===== src/rtl/div_32_seq.sv =====
// div_32_seq: multi-cycle restoring divider for MIPS DIV/DIVU.
// One (WIDTH+1)-bit trial subtraction per clock; quotient feeds LO, remainder feeds HI.
// Ports:
//   clk, rst_n          clock, asynchronous active-low reset
//   start, is_signed    request (sampled only when idle), 1 = DIV, 0 = DIVU
//   dividend, divisor   operands, captured on the accepting edge
//   busy                high while an operation is in flight (PREP, CALC, FIX)
//   done                one-cycle pulse, results valid
//   quotient, remainder registered results, held until the next operation finishes
//   div_by_zero         divisor of the current result was zero
module div_32_seq #(
  parameter int unsigned WIDTH = 32
) (
  input  logic             clk,
  input  logic             rst_n,
  input  logic             start,
  input  logic             is_signed,
  input  logic [WIDTH-1:0] dividend,
  input  logic [WIDTH-1:0] divisor,
  output logic             busy,
  output logic             done,
  output logic [WIDTH-1:0] quotient,
  output logic [WIDTH-1:0] remainder,
  output logic             div_by_zero
);

  localparam int unsigned CntW = $clog2(WIDTH) + 1;

  typedef enum logic [2:0] {StIdle, StPrep, StCalc, StFix, StDone} state_e;

  state_e           state_q;
  logic [WIDTH-1:0] dvd_q;      // raw captured dividend
  logic [WIDTH-1:0] dvs_q;      // raw captured divisor
  logic             sgn_q;
  logic [WIDTH-1:0] dvs_mag_q;  // |divisor| used by the iteration
  logic [WIDTH-1:0] rem_q;
  logic [WIDTH-1:0] quo_q;      // starts as |dividend|, shifts out as quotient shifts in
  logic             q_neg_q;
  logic             r_neg_q;
  logic [CntW-1:0]  count_q;
  logic             busy_q;
  logic             done_q;
  logic [WIDTH-1:0] quotient_q;
  logic [WIDTH-1:0] remainder_q;
  logic             dbz_q;

  logic [WIDTH:0]   rem_sh;
  logic [WIDTH:0]   trial;
  logic             borrow;
  logic [WIDTH-1:0] dvd_mag;
  logic [WIDTH-1:0] dvs_mag;
  logic [WIDTH-1:0] q_fix;
  logic [WIDTH-1:0] r_fix;
  logic             dbz;

  always_comb begin
    // Shift the next dividend bit into the partial remainder, then trial-subtract.
    rem_sh  = {rem_q, quo_q[WIDTH-1]};
    trial   = rem_sh - {1'b0, dvs_mag_q};
    borrow  = trial[WIDTH];

    dvd_mag = (sgn_q && dvd_q[WIDTH-1]) ? (~dvd_q + 1'b1) : dvd_q;
    dvs_mag = (sgn_q && dvs_q[WIDTH-1]) ? (~dvs_q + 1'b1) : dvs_q;

    dbz     = (dvs_q == '0);
    q_fix   = q_neg_q ? (~quo_q + 1'b1) : quo_q;
    r_fix   = r_neg_q ? (~rem_q + 1'b1) : rem_q;
    if (dbz) begin
      q_fix = '1;
      r_fix = dvd_q;
    end
  end

  always_ff @(posedge clk or negedge rst_n) begin
    if (!rst_n) begin
      state_q     <= StIdle;
      dvd_q       <= '0;
      dvs_q       <= '0;
      sgn_q       <= 1'b0;
      dvs_mag_q   <= '0;
      rem_q       <= '0;
      quo_q       <= '0;
      q_neg_q     <= 1'b0;
      r_neg_q     <= 1'b0;
      count_q     <= '0;
      busy_q      <= 1'b0;
      done_q      <= 1'b0;
      quotient_q  <= '0;
      remainder_q <= '0;
      dbz_q       <= 1'b0;
    end else begin
      unique case (state_q)
        StIdle: begin
          if (start) begin
            dvd_q   <= dividend;
            dvs_q   <= divisor;
            sgn_q   <= is_signed;
            busy_q  <= 1'b1;
            state_q <= StPrep;
          end
        end
        StPrep: begin
          quo_q     <= dvd_mag;
          dvs_mag_q <= dvs_mag;
          q_neg_q   <= sgn_q & (dvd_q[WIDTH-1] ^ dvs_q[WIDTH-1]);
          r_neg_q   <= sgn_q & dvd_q[WIDTH-1];
          rem_q     <= '0;
          count_q   <= '0;
          state_q   <= StCalc;
        end
        StCalc: begin
          rem_q   <= borrow ? rem_sh[WIDTH-1:0] : trial[WIDTH-1:0];
          quo_q   <= {quo_q[WIDTH-2:0], ~borrow};
          count_q <= count_q + CntW'(1);
          if (count_q == CntW'(WIDTH - 1)) begin
            state_q <= StFix;
          end
        end
        StFix: begin
          quotient_q  <= q_fix;
          remainder_q <= r_fix;
          dbz_q       <= dbz;
          busy_q      <= 1'b0;
          done_q      <= 1'b1;
          state_q     <= StDone;
        end
        StDone: begin
          done_q  <= 1'b0;
          state_q <= StIdle;
        end
        default: begin
          busy_q  <= 1'b0;
          done_q  <= 1'b0;
          state_q <= StIdle;
        end
      endcase
    end
  end

  assign busy        = busy_q;
  assign done        = done_q;
  assign quotient    = quotient_q;
  assign remainder   = remainder_q;
  assign div_by_zero = dbz_q;

endmodule

===== config.mk =====
export PLATFORM = sky130hd
export DESIGN_NAME = div_32_seq
export DESIGN_NICKNAME = d
export VERILOG_FILES = /design/src/rtl/div_32_seq.sv
export SDC_FILE = /design/constraint.sdc
export NUM_CORES = 1
export LEC_CHECK = 0
export ABC_AREA = 1
export CAP_MARGIN = 20
export CORE_UTILIZATION = 64
export DETAILED_ROUTE_END_ITERATION = 8
export PLACE_DENSITY = 0.85
export SYNTH_ARGS = -nofsm -noshare
export SYNTH_HDL_FRONTEND = slang
export SYNTH_SLANG_ARGS = --single-unit

===== constraint.sdc =====
create_clock -name clk -period 6.1 [get_ports clk]
set_input_delay 0.61 -clock clk [delete_from_list [all_inputs] [get_ports clk]]
set_output_delay 0.61 -clock clk [all_outputs]
set_load 0.05 [all_outputs]

==> results of run 1 <==
==> final cells by class <==
cell class              count  share of cell area (%)
clock inverters             8                   0.285
flip-flops and latches    239                    32.5
clock buffers              37                    4.02
multi-input cells        1707                    46.7
inverters                 322                    6.56
repair buffers            144                    7.78
well taps                 324                    2.20
==> kinds of logic after synthesis <==
| kind of cell | Yosys count | synth area share (%) |
|---|---|---|
| simple gates | 1306 | 35.1 |
| buf+inv | 400 | 9.95 |
| compound gates | 273 | 9.93 |
| flops | 239 | 37.0 |
| xor+xnor | 76 | 4.11 |
| fa+ha+maj | 38 | 2.99 |
| mux | 14 | 0.974 |
==> how the worst min path moves through the flow <==
| stage | start | endpoint | slack [ns] | cells past startpoint |
|---|---|---|---|---|
| detailed placement | quotient[30] | quotient[30] | 0.46 | 2 |
| finish | rst_n | rem_q[3] | 0.17 | 1 |
| global route | rst_n | rem_q[1] | 0.30 | 1 |
| global placement | remainder[19] | remainder[19] | 0.46 | 2 |
| CTS | rst_n | rem_q[3] | 0.27 | 1 |
| floorplan | rst_n | busy | 0.31 | 0 |
==> routing by layer <==
layer  vias up  GRT usage [%]
li1       7684              -
met1      7634           58.6
met2      1009           58.0
met3       107           6.68
met4         2           10.4
met5         -              0
==> cell usage after synthesis (4+ instances only) <==
master / number / area share [%]
buf_6: 4 / 0.28
nand3_1: 247 / 7.6
nand3_2: 5 / 0.31
nand3b_1: 12 / 0.56
nand2_4: 6 / 0.42
buf_4: 4 / 0.19
a21o_1: 4 / 0.19
o21ai_1: 9 / 0.28
o221ai_1: 13 / 0.70
inv_1: 303 / 7.0
o21ai_0: 71 / 2.2
o31ai_1: 5 / 0.23
and2_1: 7 / 0.27
buf_2: 24 / 0.74
xnor2_1: 9 / 0.49
nor2_1: 236 / 5.5
nor3_1: 22 / 0.68
xor2_1: 67 / 3.6
a31oi_1: 18 / 0.70
o22ai_1: 17 / 0.66
nand4_1: 23 / 0.89
a21oi_1: 98 / 3.0
nor2_2: 6 / 0.23
clkbuf_1: 42 / 0.97
nand2_2: 32 / 1.2
mux2_2: 14 / 0.97
dfrtp_1: 239 / 37
o211ai_1: 11 / 0.51
or2_2: 6 / 0.23
nor4_1: 4 / 0.15
nor2_4: 4 / 0.28
ha_1: 37 / 2.9
inv_2: 19 / 0.44
o21bai_1: 17 / 0.79
nand2_1: 686 / 16
==> flip-flops by register name (all words and copies together), names as in the netlist, 6 cells and up <==
signal / cells
dvd_q: 32
dvs_mag_q: 32
dvs_q: 32
quo_q: 32
quotient: 32
rem_q: 32
remainder: 32
count_q: 6
==> metrics by stage <==
stage / cell area, sq um / worst slack [ns] / instances / hold WS [ns] / util (%)
after floorplan: 16200 / 3.93 / 2346 / 0.314 / -
after global placement: 17600 / 3.42 / 2736 / 0.465 / 71.9
after detailed placement: 17600 / 3.33 / 2736 / 0.465 / 71.9
after CTS: 18400 / 3.29 / 2781 / 0.268 / 75.1
after global routing: 18400 / 3.04 / 2781 / 0.300 / 75.1
final: 18400 / 3.20 / 2781 / 0.175 / 75.1
==> placed cells by master (no fill, tap or decap), types with 19 or more instances in the layout <==
cell	netlist	routed
a21oi_1	98	98
clkbuf_16	0	25
clkdlybuf4s50_1	0	133
dfrtp_1	239	239
ha_1	37	37
inv_1	303	302
inv_2	19	19
nand2_1	686	686
nand2_2	32	32
nand3_1	247	246
nand4_1	23	23
nor2_1	236	236
nor3_1	22	22
o21ai_0	71	71
xor2_1	67	67
==> impl_results.md, run 1 <==
* Outcome: complete, no violations
* Cts bufs inserted at 25
* Vias at 16436
* Nets at 2545
* EDFF count, synth at 0
* Area grow syn2layout at 13.9%
* Crit start category: flip-flop
* CP top delay family: buffers and inverters
* Cell Area, Synth at between 15000 and 20000 sq um
* Cell mode on critical path: buf_4
* Global placement routability congestion at 0.989
* DP HPWL at roughly 37000 um
* Met1 WL at 21700 um
* Initial antenna violation count at 1
* Period Utilization, post-route at 47.5%
* Syn Area/Cell at 6.90 sq um
* Worst Max-Slew Pin Slew at 1.10 ns
* Crit. End Element: flip-flop
* Row count at 57
* Tot GR Track Use at 38.9%
* Filler Cell Count at ~1900
* Met3 routed WL at 5400 um
* Synth Flop Type: dfrtp_1
* Share of layout cells above drive strength 1 at 6.31%
* Reg area at 5980 sq um
* Hold-fix buffers, CTS at 0
* RSZ-0062 raised after global routing: false
* Post-CTS Setup Bufs at 0
* Yosys cell types at between 50 and 60
* Flops & latches, synth at 239
* CTS clk-pin slew, worst paths at 0.06 ns
* Max Buffers Root-to-Sink at 3
* Hold Path Class: primary input to asynchronous set/reset pin
* Crit path largest cell delay at 0.55 ns
* Critical path class: flip-flop to flip-flop
* Peak Freq at 0.345 GHz
* Crit path DAT at roughly 3.4 ns
* Global route total overflow at 0
* Largest net degree at the start of global routing at 138
* TritonCTS Sinks at about 240
* Core area at 24500 sq um
* Final setup skew at 0.0235 ns
* Register area share after synthesis at 37.0%
* Syn Inst Count at 2346
* Vias per cell at 5.91
* Buf/Inv on CP at 7
* Max-cap violation count at 0
* Die ar. at 25900 sq um
* Area occupied by multi-input gates at approximately 8600 sq um
* Mapped Nets at ~2500
* Average wire per standard cell at between 15 and 20 um
* CTS tree: done
* WP data required at around 6.6 ns
* Iter 0 DRT Violations at roughly 2100
* Synth warnings at 0
* CP Depth at 11
* # diodes at 0
* Starting Density at 65.9%
* R2r endpoint: rem_q[2]
* IO Count at 135
* Worst Setup EP: rem_q[2]
* Skew-Pair Late Insertion Delay at 0.55 ns
* Routed wire length at between 50000 and 60000 um
* PostCTS Resize Cnt at 0
* Slowest-stage cell, CP: buf_4
* Final setup vio count at 0
* Number of global-route vias before repair at 15000
* Root Buffer: clkbuf_16
* Worst r2r src: state_q[0]
* Crit Path Max Fanout at 66
* DR DRC count at 0
* Uppermost layer routed: met5
* R2R Setup Slk at around 3.2 ns
* First-pass GRT wire length at 79700 um
* CTS H-tree lvls at 1
* Minimum clock period at 2.90 ns
* Slew Limit Fails at 0
* WL met2 at 21500 um
* Setup TNS at 0 ns
* I/O Buffers at 134
* Fin. Hold Viols at 0
* Critical-path cell list: inv_1 -> nor3_4 -> buf_4 -> clkinv_1 -> buf_4 -> nand2_1 -> buf_4 -> inv_1 -> buf_4 -> nand2_1 -> nand2_1
* Asr flop ratio synth at 100%
* DRT antenna net count at 0
* Setup crit start: state_q[0]
* R2R cell count at 11
* Drt pass-1 iters at 6
* Slew HR at 26.6%
* Die X at 161 um
* Die H at 161 um
Power of run 1 is left out: the tool's default activity adds up to more than one toggle a clock period on the data nets, which glitch-free logic cannot reach.
==> run 2, diff against run 1 <==
Settings changed: CORE_UTILIZATION 64 to 54, PLACE_DENSITY 0.85 to 0.76.
Clock period 6.1 ns to 2.3 ns, I/O delays scaled along.
==> impl_results.md, run 2 (synthesis gave the netlist of run 1 again) <==
* CTS H-tree lvls at 1 (unchanged)
* Nets at 2673 (+5.0%)
* Filler Cell Count at 2498 (+31%)
* Vias at 16762 (+2.0%)
* Routed wire length at 54900 um (+9.8%)
* Layout Cells excl Fill at 2975 (+7.0%)
* Final Util at 70.3% (-4.8 points)
* Die X at 175 um (+8.8%)
* TritonCTS Sinks at 239 (unchanged)
* Die H at 175 um (+8.8%)
* IO Count at 135 (unchanged)
* Core area at 29600 sq um (+20%)
* Grt met1 use at 52.2% (-6.4 points)
* CTS clk-pin slew, worst paths at 0.06 ns (about the same)
* Crit path DAT at 2.79 ns (-0.57 ns)
* Drt pass-1 iters at 8 (+2)
* Largest net degree at the start of global routing at 78 (-43%)
* R2R Setup Slk at -0.01 ns (-3.21 ns)
* Period Utilization, post-route at 100% (+53 points)
* Crit. End Element: flip-flop
* Minimum clock period at 2.31 ns (-0.587 ns)
* Fin. Hold Viols at 0 (unchanged)
* Slew Limit Fails at 0 (unchanged)
* Final hold slack at 0.175 ns (+0.000170 ns)
* Tot GR Track Use at 35.2% (-3.8 points)
* Failing checks: DRC, setup timing
* Final setup vio count at 3 (+3)
* Root Buffer: clkbuf_16
* Average wire per standard cell at 18.5 um (+2.7%)
* Skew-Pair Late Insertion Delay at 0.55 ns (about the same)
* # placed instances at 2904 (+6.1%)
* Vias per cell at 5.63 (-4.7%)
* Critical path class: flip-flop to flip-flop
* RSZ-0062 raised after global routing: true
* DR DRC count at 1 (+1)
* First-pass GRT wire length at 84500 um (+5.9%)
* Area grow syn2layout at 28.4%
* Row count at 63 (+11%)
* Peak Freq at 0.433 GHz (+25%)
* Final setup skew at 0.0148 ns (-0.00866 ns)
* Hold Path Class: primary input to asynchronous set/reset pin
* Crit start category: flip-flop
* WP data required at 2.78 ns (-3.78 ns)
* Initial antenna violation count at 1 (unchanged)
* Most frequent cells in the layout: 667 x nand2_1, 284 x inv_1, 237 x dfrtp_1
* DP HPWL at 41200 um (+10%)
* Outcome: finished, violations left
* Global route total overflow at 0 (unchanged)
* Max Buffers Root-to-Sink at 3 (unchanged)
* # diodes at 0 (unchanged)
* Max-cap violation count at 0 (unchanged)
* Met2 Usage GRT at 52.7% (-5.3 points)
* Iter 0 DRT Violations at 1663 (-20%)
* Cts bufs inserted at 27 (+8.0%)
* Commonest non-fill, non-tap cell in the layout: nand2_1
* Number of global-route vias before repair at 15390 (+2.6%)
* Worst Max-Slew Pin Slew at 0.674 ns (-0.427 ns)
* R2R cell count at 17 (+6)
* Die ar. at 30700 sq um (+18%)
* I/O Buffers at 134 (unchanged)
* Starting Density at 54.7% (-11 points)
* Setup crit start: quo_q[31]
* CTS tree: done
* Slew HR at 54.6% (+28 points)
* Worst r2r src: quo_q[31]
* Post-route setup slack at -0.0110 ns (-3.21 ns)
* R2r endpoint: rem_q[4]
* Crit Path Max Fanout at 8 (-88%)
* Layer with the highest usage: met2
* Global placement routability congestion at 0.965 (-2.5%)
* Worst Setup EP: rem_q[4]
* GR Util met3 at 5.35% (-1.3 points)
* DRT antenna net count at 0 (unchanged)
* Share of layout cells above drive strength 1 at 16.6% (+10 points)
[run 2: cell count changes in the layout (fill, tap and decap cells not counted), moves of 19 or more]
| cell | delta |
|---|---|
| nand3_2 | +49 |
| ha_4 | +21 |
| ha_1 | -27 |
| buf_4 | +101 |
| nand3_1 | -59 |
| nand2_1 | -19 |
[run 2: area by class of cell]
class                           count  area (sq um)  share of cell area, %
Clock buffer                       32           734                   3.54
Clock inverter                     15           220                   1.06
Inverter                          322          1210                   5.82
Multi-Input combinational cell   1711          9550                   46.0
Sequential cell                   239          5980                   28.8
Tap cell                          390           488                   2.35
Timing Repair Buffer              266          2590                   12.5
[run 2: per-stage QoR]
stage | area [sq um] | setup slack (ns) | setup TNS, ns
final | 20800 | -0.0110 | -0.0229
after global routing | 20800 | -0.132 | -2.31
after CTS | 19600 | -0.0101 | -0.0101
after detailed placement | 18600 | -0.0735 | -0.539
after global placement | 18600 | -0.0157 | -0.0349
after floorplan | 16200 | 0.128 | 0
[run 2: worst min-delay path by stage]
stage / start / end / slack [ns] / cells past startpoint
floorplan: rst_n / busy / -0.07 / 0
global placement: rst_n / div_by_zero / 0.16 / 1
detailed placement: rst_n / quotient[0] / 0.16 / 1
CTS: rst_n / quotient[0] / 0.19 / 2
global route: rst_n / quotient[0] / 0.21 / 2
finish: rst_n / quotient[0] / 0.17 / 2
[run 2: what timing repair did]
item	4_1_cts	5_1_grt
pin swaps	1	67
hold buffers	1	0
hold endpoints to repair	113	0
setup buffers	0	14
cloned	1	8
endpoints found under the setup margin	33	47
resized for setup	14	178
[run 2: worst max-delay path, stage by stage, from the launching register on]
cell and delay [ns]:
dfrtp_1 0.34, inv_1 0.06, ha_2 0.20, fa_2 0.38, inv_2 0.08, nand2_1 0.05
nand2_1 0.06, nand3_1 0.08, nand2_2 0.10, nand2_4 0.06, nand2_4 0.08, nand2_8 0.08
nand2_8 0.11, nand2_8 0.14, buf_12 0.20, nand3_2 0.07, nand3_2 0.08, nand2_1 0.08
[run 2: metal layers]
layer	wire, um	up-vias
met2	23900	727
met4	1500	0
li1	-	7947
met1	25200	7990
met3	4300	98
met5	0	-
Power of run 2 is left out for the same reason.
==> run 3, diff against run 2 <==
Settings changed: MAX_ROUTING_LAYER from default to met4.
==> impl_results.md, run 3 (synthesis gave the netlist of run 1 again) <==
* Die X at 175 um (unchanged)
* Crit path largest cell delay at 0.42 ns (+0.04 ns)
* Area grow syn2layout at 27.0%
* R2R Setup Slk at -0.001 ns (about the same)
* Period Utilization, post-route at 100% (-0.43 points)
* Initial antenna violation count at 2 (+1)
* Skew-Pair Late Insertion Delay at 0.57 ns (+0.02 ns)
* Crit Path Max Fanout at 6 (-2)
* DR DRC count at 1 (unchanged)
* R2R cell count at 16 (-1)
* Largest net degree at the start of global routing at 78 (unchanged)
* Vias per cell at 5.63 (about the same)
* First-pass GRT wire length at 84400 um (about the same)
* Global route total overflow at 0 (unchanged)
* Core area at 29600 sq um (unchanged)
* Vias at 16768 (+0.036%)
* Crit start category: flip-flop
* Slowest-stage cell, CP: dfrtp_1
* CP top delay family: simple AND/OR/NAND/NOR gates
* Cts bufs inserted at 28 (+3.7%)
* Reg area at 5980 sq um (about the same)
* Most frequent cells in the layout: 671 x nand2_1, 288 x inv_1, 238 x dfrtp_1
* Iter 0 DRT Violations at 1640 (-1.4%)
* Placed inst area at 18600 sq um (-0.15%)
* Routed wire length at 54600 um (-0.60%)
* Setup TNS at -0.00159 ns (+0.0213 ns)
* CTS tree: done
* Slew HR at 52.5% (-2.2 points)
* Nets at 2676 (+0.11%)
* Crit path DAT at 2.76 ns (-0.03 ns)
* CTS H-tree lvls at 1 (unchanged)
* Fin. Hold Viols at 0 (unchanged)
* Row count at 63 (unchanged)
* Peak Freq at 0.435 GHz (+0.43%)
* Critical path class: flip-flop to flip-flop
* Die H at 175 um (unchanged)
* Average wire per standard cell at 18.3 um (-0.73%)
* Minimum clock period at 2.30 ns (-0.00981 ns)
* Root Buffer: clkbuf_16
* Critical-path cell list: ha_4 -> fa_2 -> inv_2 -> nand2_2 -> nand2_2 -> nand3_2 -> nand2_2 -> nand2_4 -> nand2_4 -> nand2_8 -> nand3_4 -> buf_12 -> buf_8 -> nand3_2 -> nand3_2 -> nand2_1
* Final setup skew at 0.0234 ns (+0.00855 ns)
* Final Cell Area at 20600 sq um (-1.1%)
* Commonest non-fill, non-tap cell in the layout: nand2_1
* Buf/Inv on CP at 3 (unchanged)
* Filler Cell Count at 2535 (+1.5%)
* CP Depth at 16 (-1)
* Number of global-route vias before repair at 15553 (+1.1%)
* DRT antenna net count at 0 (unchanged)
* Global placement routability congestion at 0.990 (+2.6%)
* Hold Path Class: primary input to asynchronous set/reset pin
* Max Buffers Root-to-Sink at 3 (unchanged)
* DP HPWL at 41000 um (-0.53%)
* Area occupied by multi-input gates at 9260 sq um (-3.0%)
* RSZ-0062 raised after global routing: true
* Worst Max-Slew Pin Slew at 0.707 ns (+0.0321 ns)
* Die ar. at 30700 sq um (unchanged)
* Failing checks: DRC, setup timing
* WP data required at 2.75 ns (-0.03 ns)
* R2r endpoint: rem_q[4]
* IO Count at 135 (unchanged)
* CTS clk-pin slew, worst paths at 0.06 ns (about the same)
* Crit. End Element: flip-flop
* Worst r2r src: dvs_mag_q[0]
* Max-cap violation count at 0 (unchanged)
* Drt pass-1 iters at 8 (unchanged)
* Slew Limit Fails at 0 (unchanged)
* Tot GR Track Use at 36.2% (+1.0 points)
* Final setup vio count at 2 (-1)
* Post-route setup slack at -0.00120 ns (+0.00981 ns)
* Starting Density at 54.7% (unchanged)
* Share of layout cells above drive strength 1 at 15.5% (-1.2 points)
* Outcome: finished, violations left
* Final hold slack at 0.240 ns (+0.0648 ns)
* TritonCTS Sinks at 239 (unchanged)
* I/O Buffers at 134 (unchanged)
## run 3: cell type report
class / count / share of cell area (%)
Antenna cell: 1 / 0.0122
Clock buffer: 35 / 3.79
Clock inverter: 13 / 1.03
Inverter: 322 / 5.88
Multi-Input combinational cell: 1710 / 45.1
Sequential cell: 239 / 29.1
Tap cell: 390 / 2.37
Timing Repair Buffer: 269 / 12.7
## run 3: per-stage QoR
step	std cells	setup WS (ns)	util, %
finish	2979	-0.00120	69.5
global route	2979	-0.0851	69.5
CTS	2951	-0.0176	66.3
detailed placement	2902	-0.0855	62.9
global placement	2902	-0.00284	62.9
floorplan	2346	0.128	-
## run 3: worst max path at each step
stage            startpoint        end  slack (ns)
6_report       dvs_mag_q[0]   rem_q[4]      -0.001
4_1_cts           rem_q[17]   rem_q[8]       -0.02
2_1_floorplan     quo_q[31]  rem_q[29]        0.13
3_5_place_dp   dvs_mag_q[0]   rem_q[8]       -0.09
3_3_place_gp   dvs_mag_q[9]  rem_q[27]      -0.003
5_1_grt           quo_q[31]  rem_q[26]       -0.09
## run 3: metal layers
layer	global-route usage, %	vias up	part of all wire [%]
met5	-	-	0
met4	9.49	0	2.8
met3	6.40	102	8.7
met2	52.9	743	43
met1	51.6	7962	45
li1	-	7961	-
## run 3: worst reg2reg max path, cell delays in order (launching register included)
cell	delay, ns
dfrtp_1	0.42
ha_4	0.19
fa_2	0.41
inv_2	0.08
nand2_2	0.05
nand2_2	0.06
nand3_2	0.06
nand2_2	0.10
nand2_4	0.06
nand2_4	0.09
nand2_8	0.08
nand3_4	0.14
buf_12	0.15
buf_8	0.13
nand3_2	0.07
nand3_2	0.06
nand2_1	0.05
## run 3: what timing repair did
| action | in CTS | in global routing |
|---|---|---|
| buffers inserted | 0 | 21 |
| cloned | 0 | 6 |
| hold buffers | 1 | 0 |
| pin swaps | 0 | 59 |
| gates resized for setup | 4 | 148 |
| endpoints found under the setup margin | 32 | 46 |
| hold endpoints to repair | 66 | 0 |
Power of run 3 is left out for the same reason.
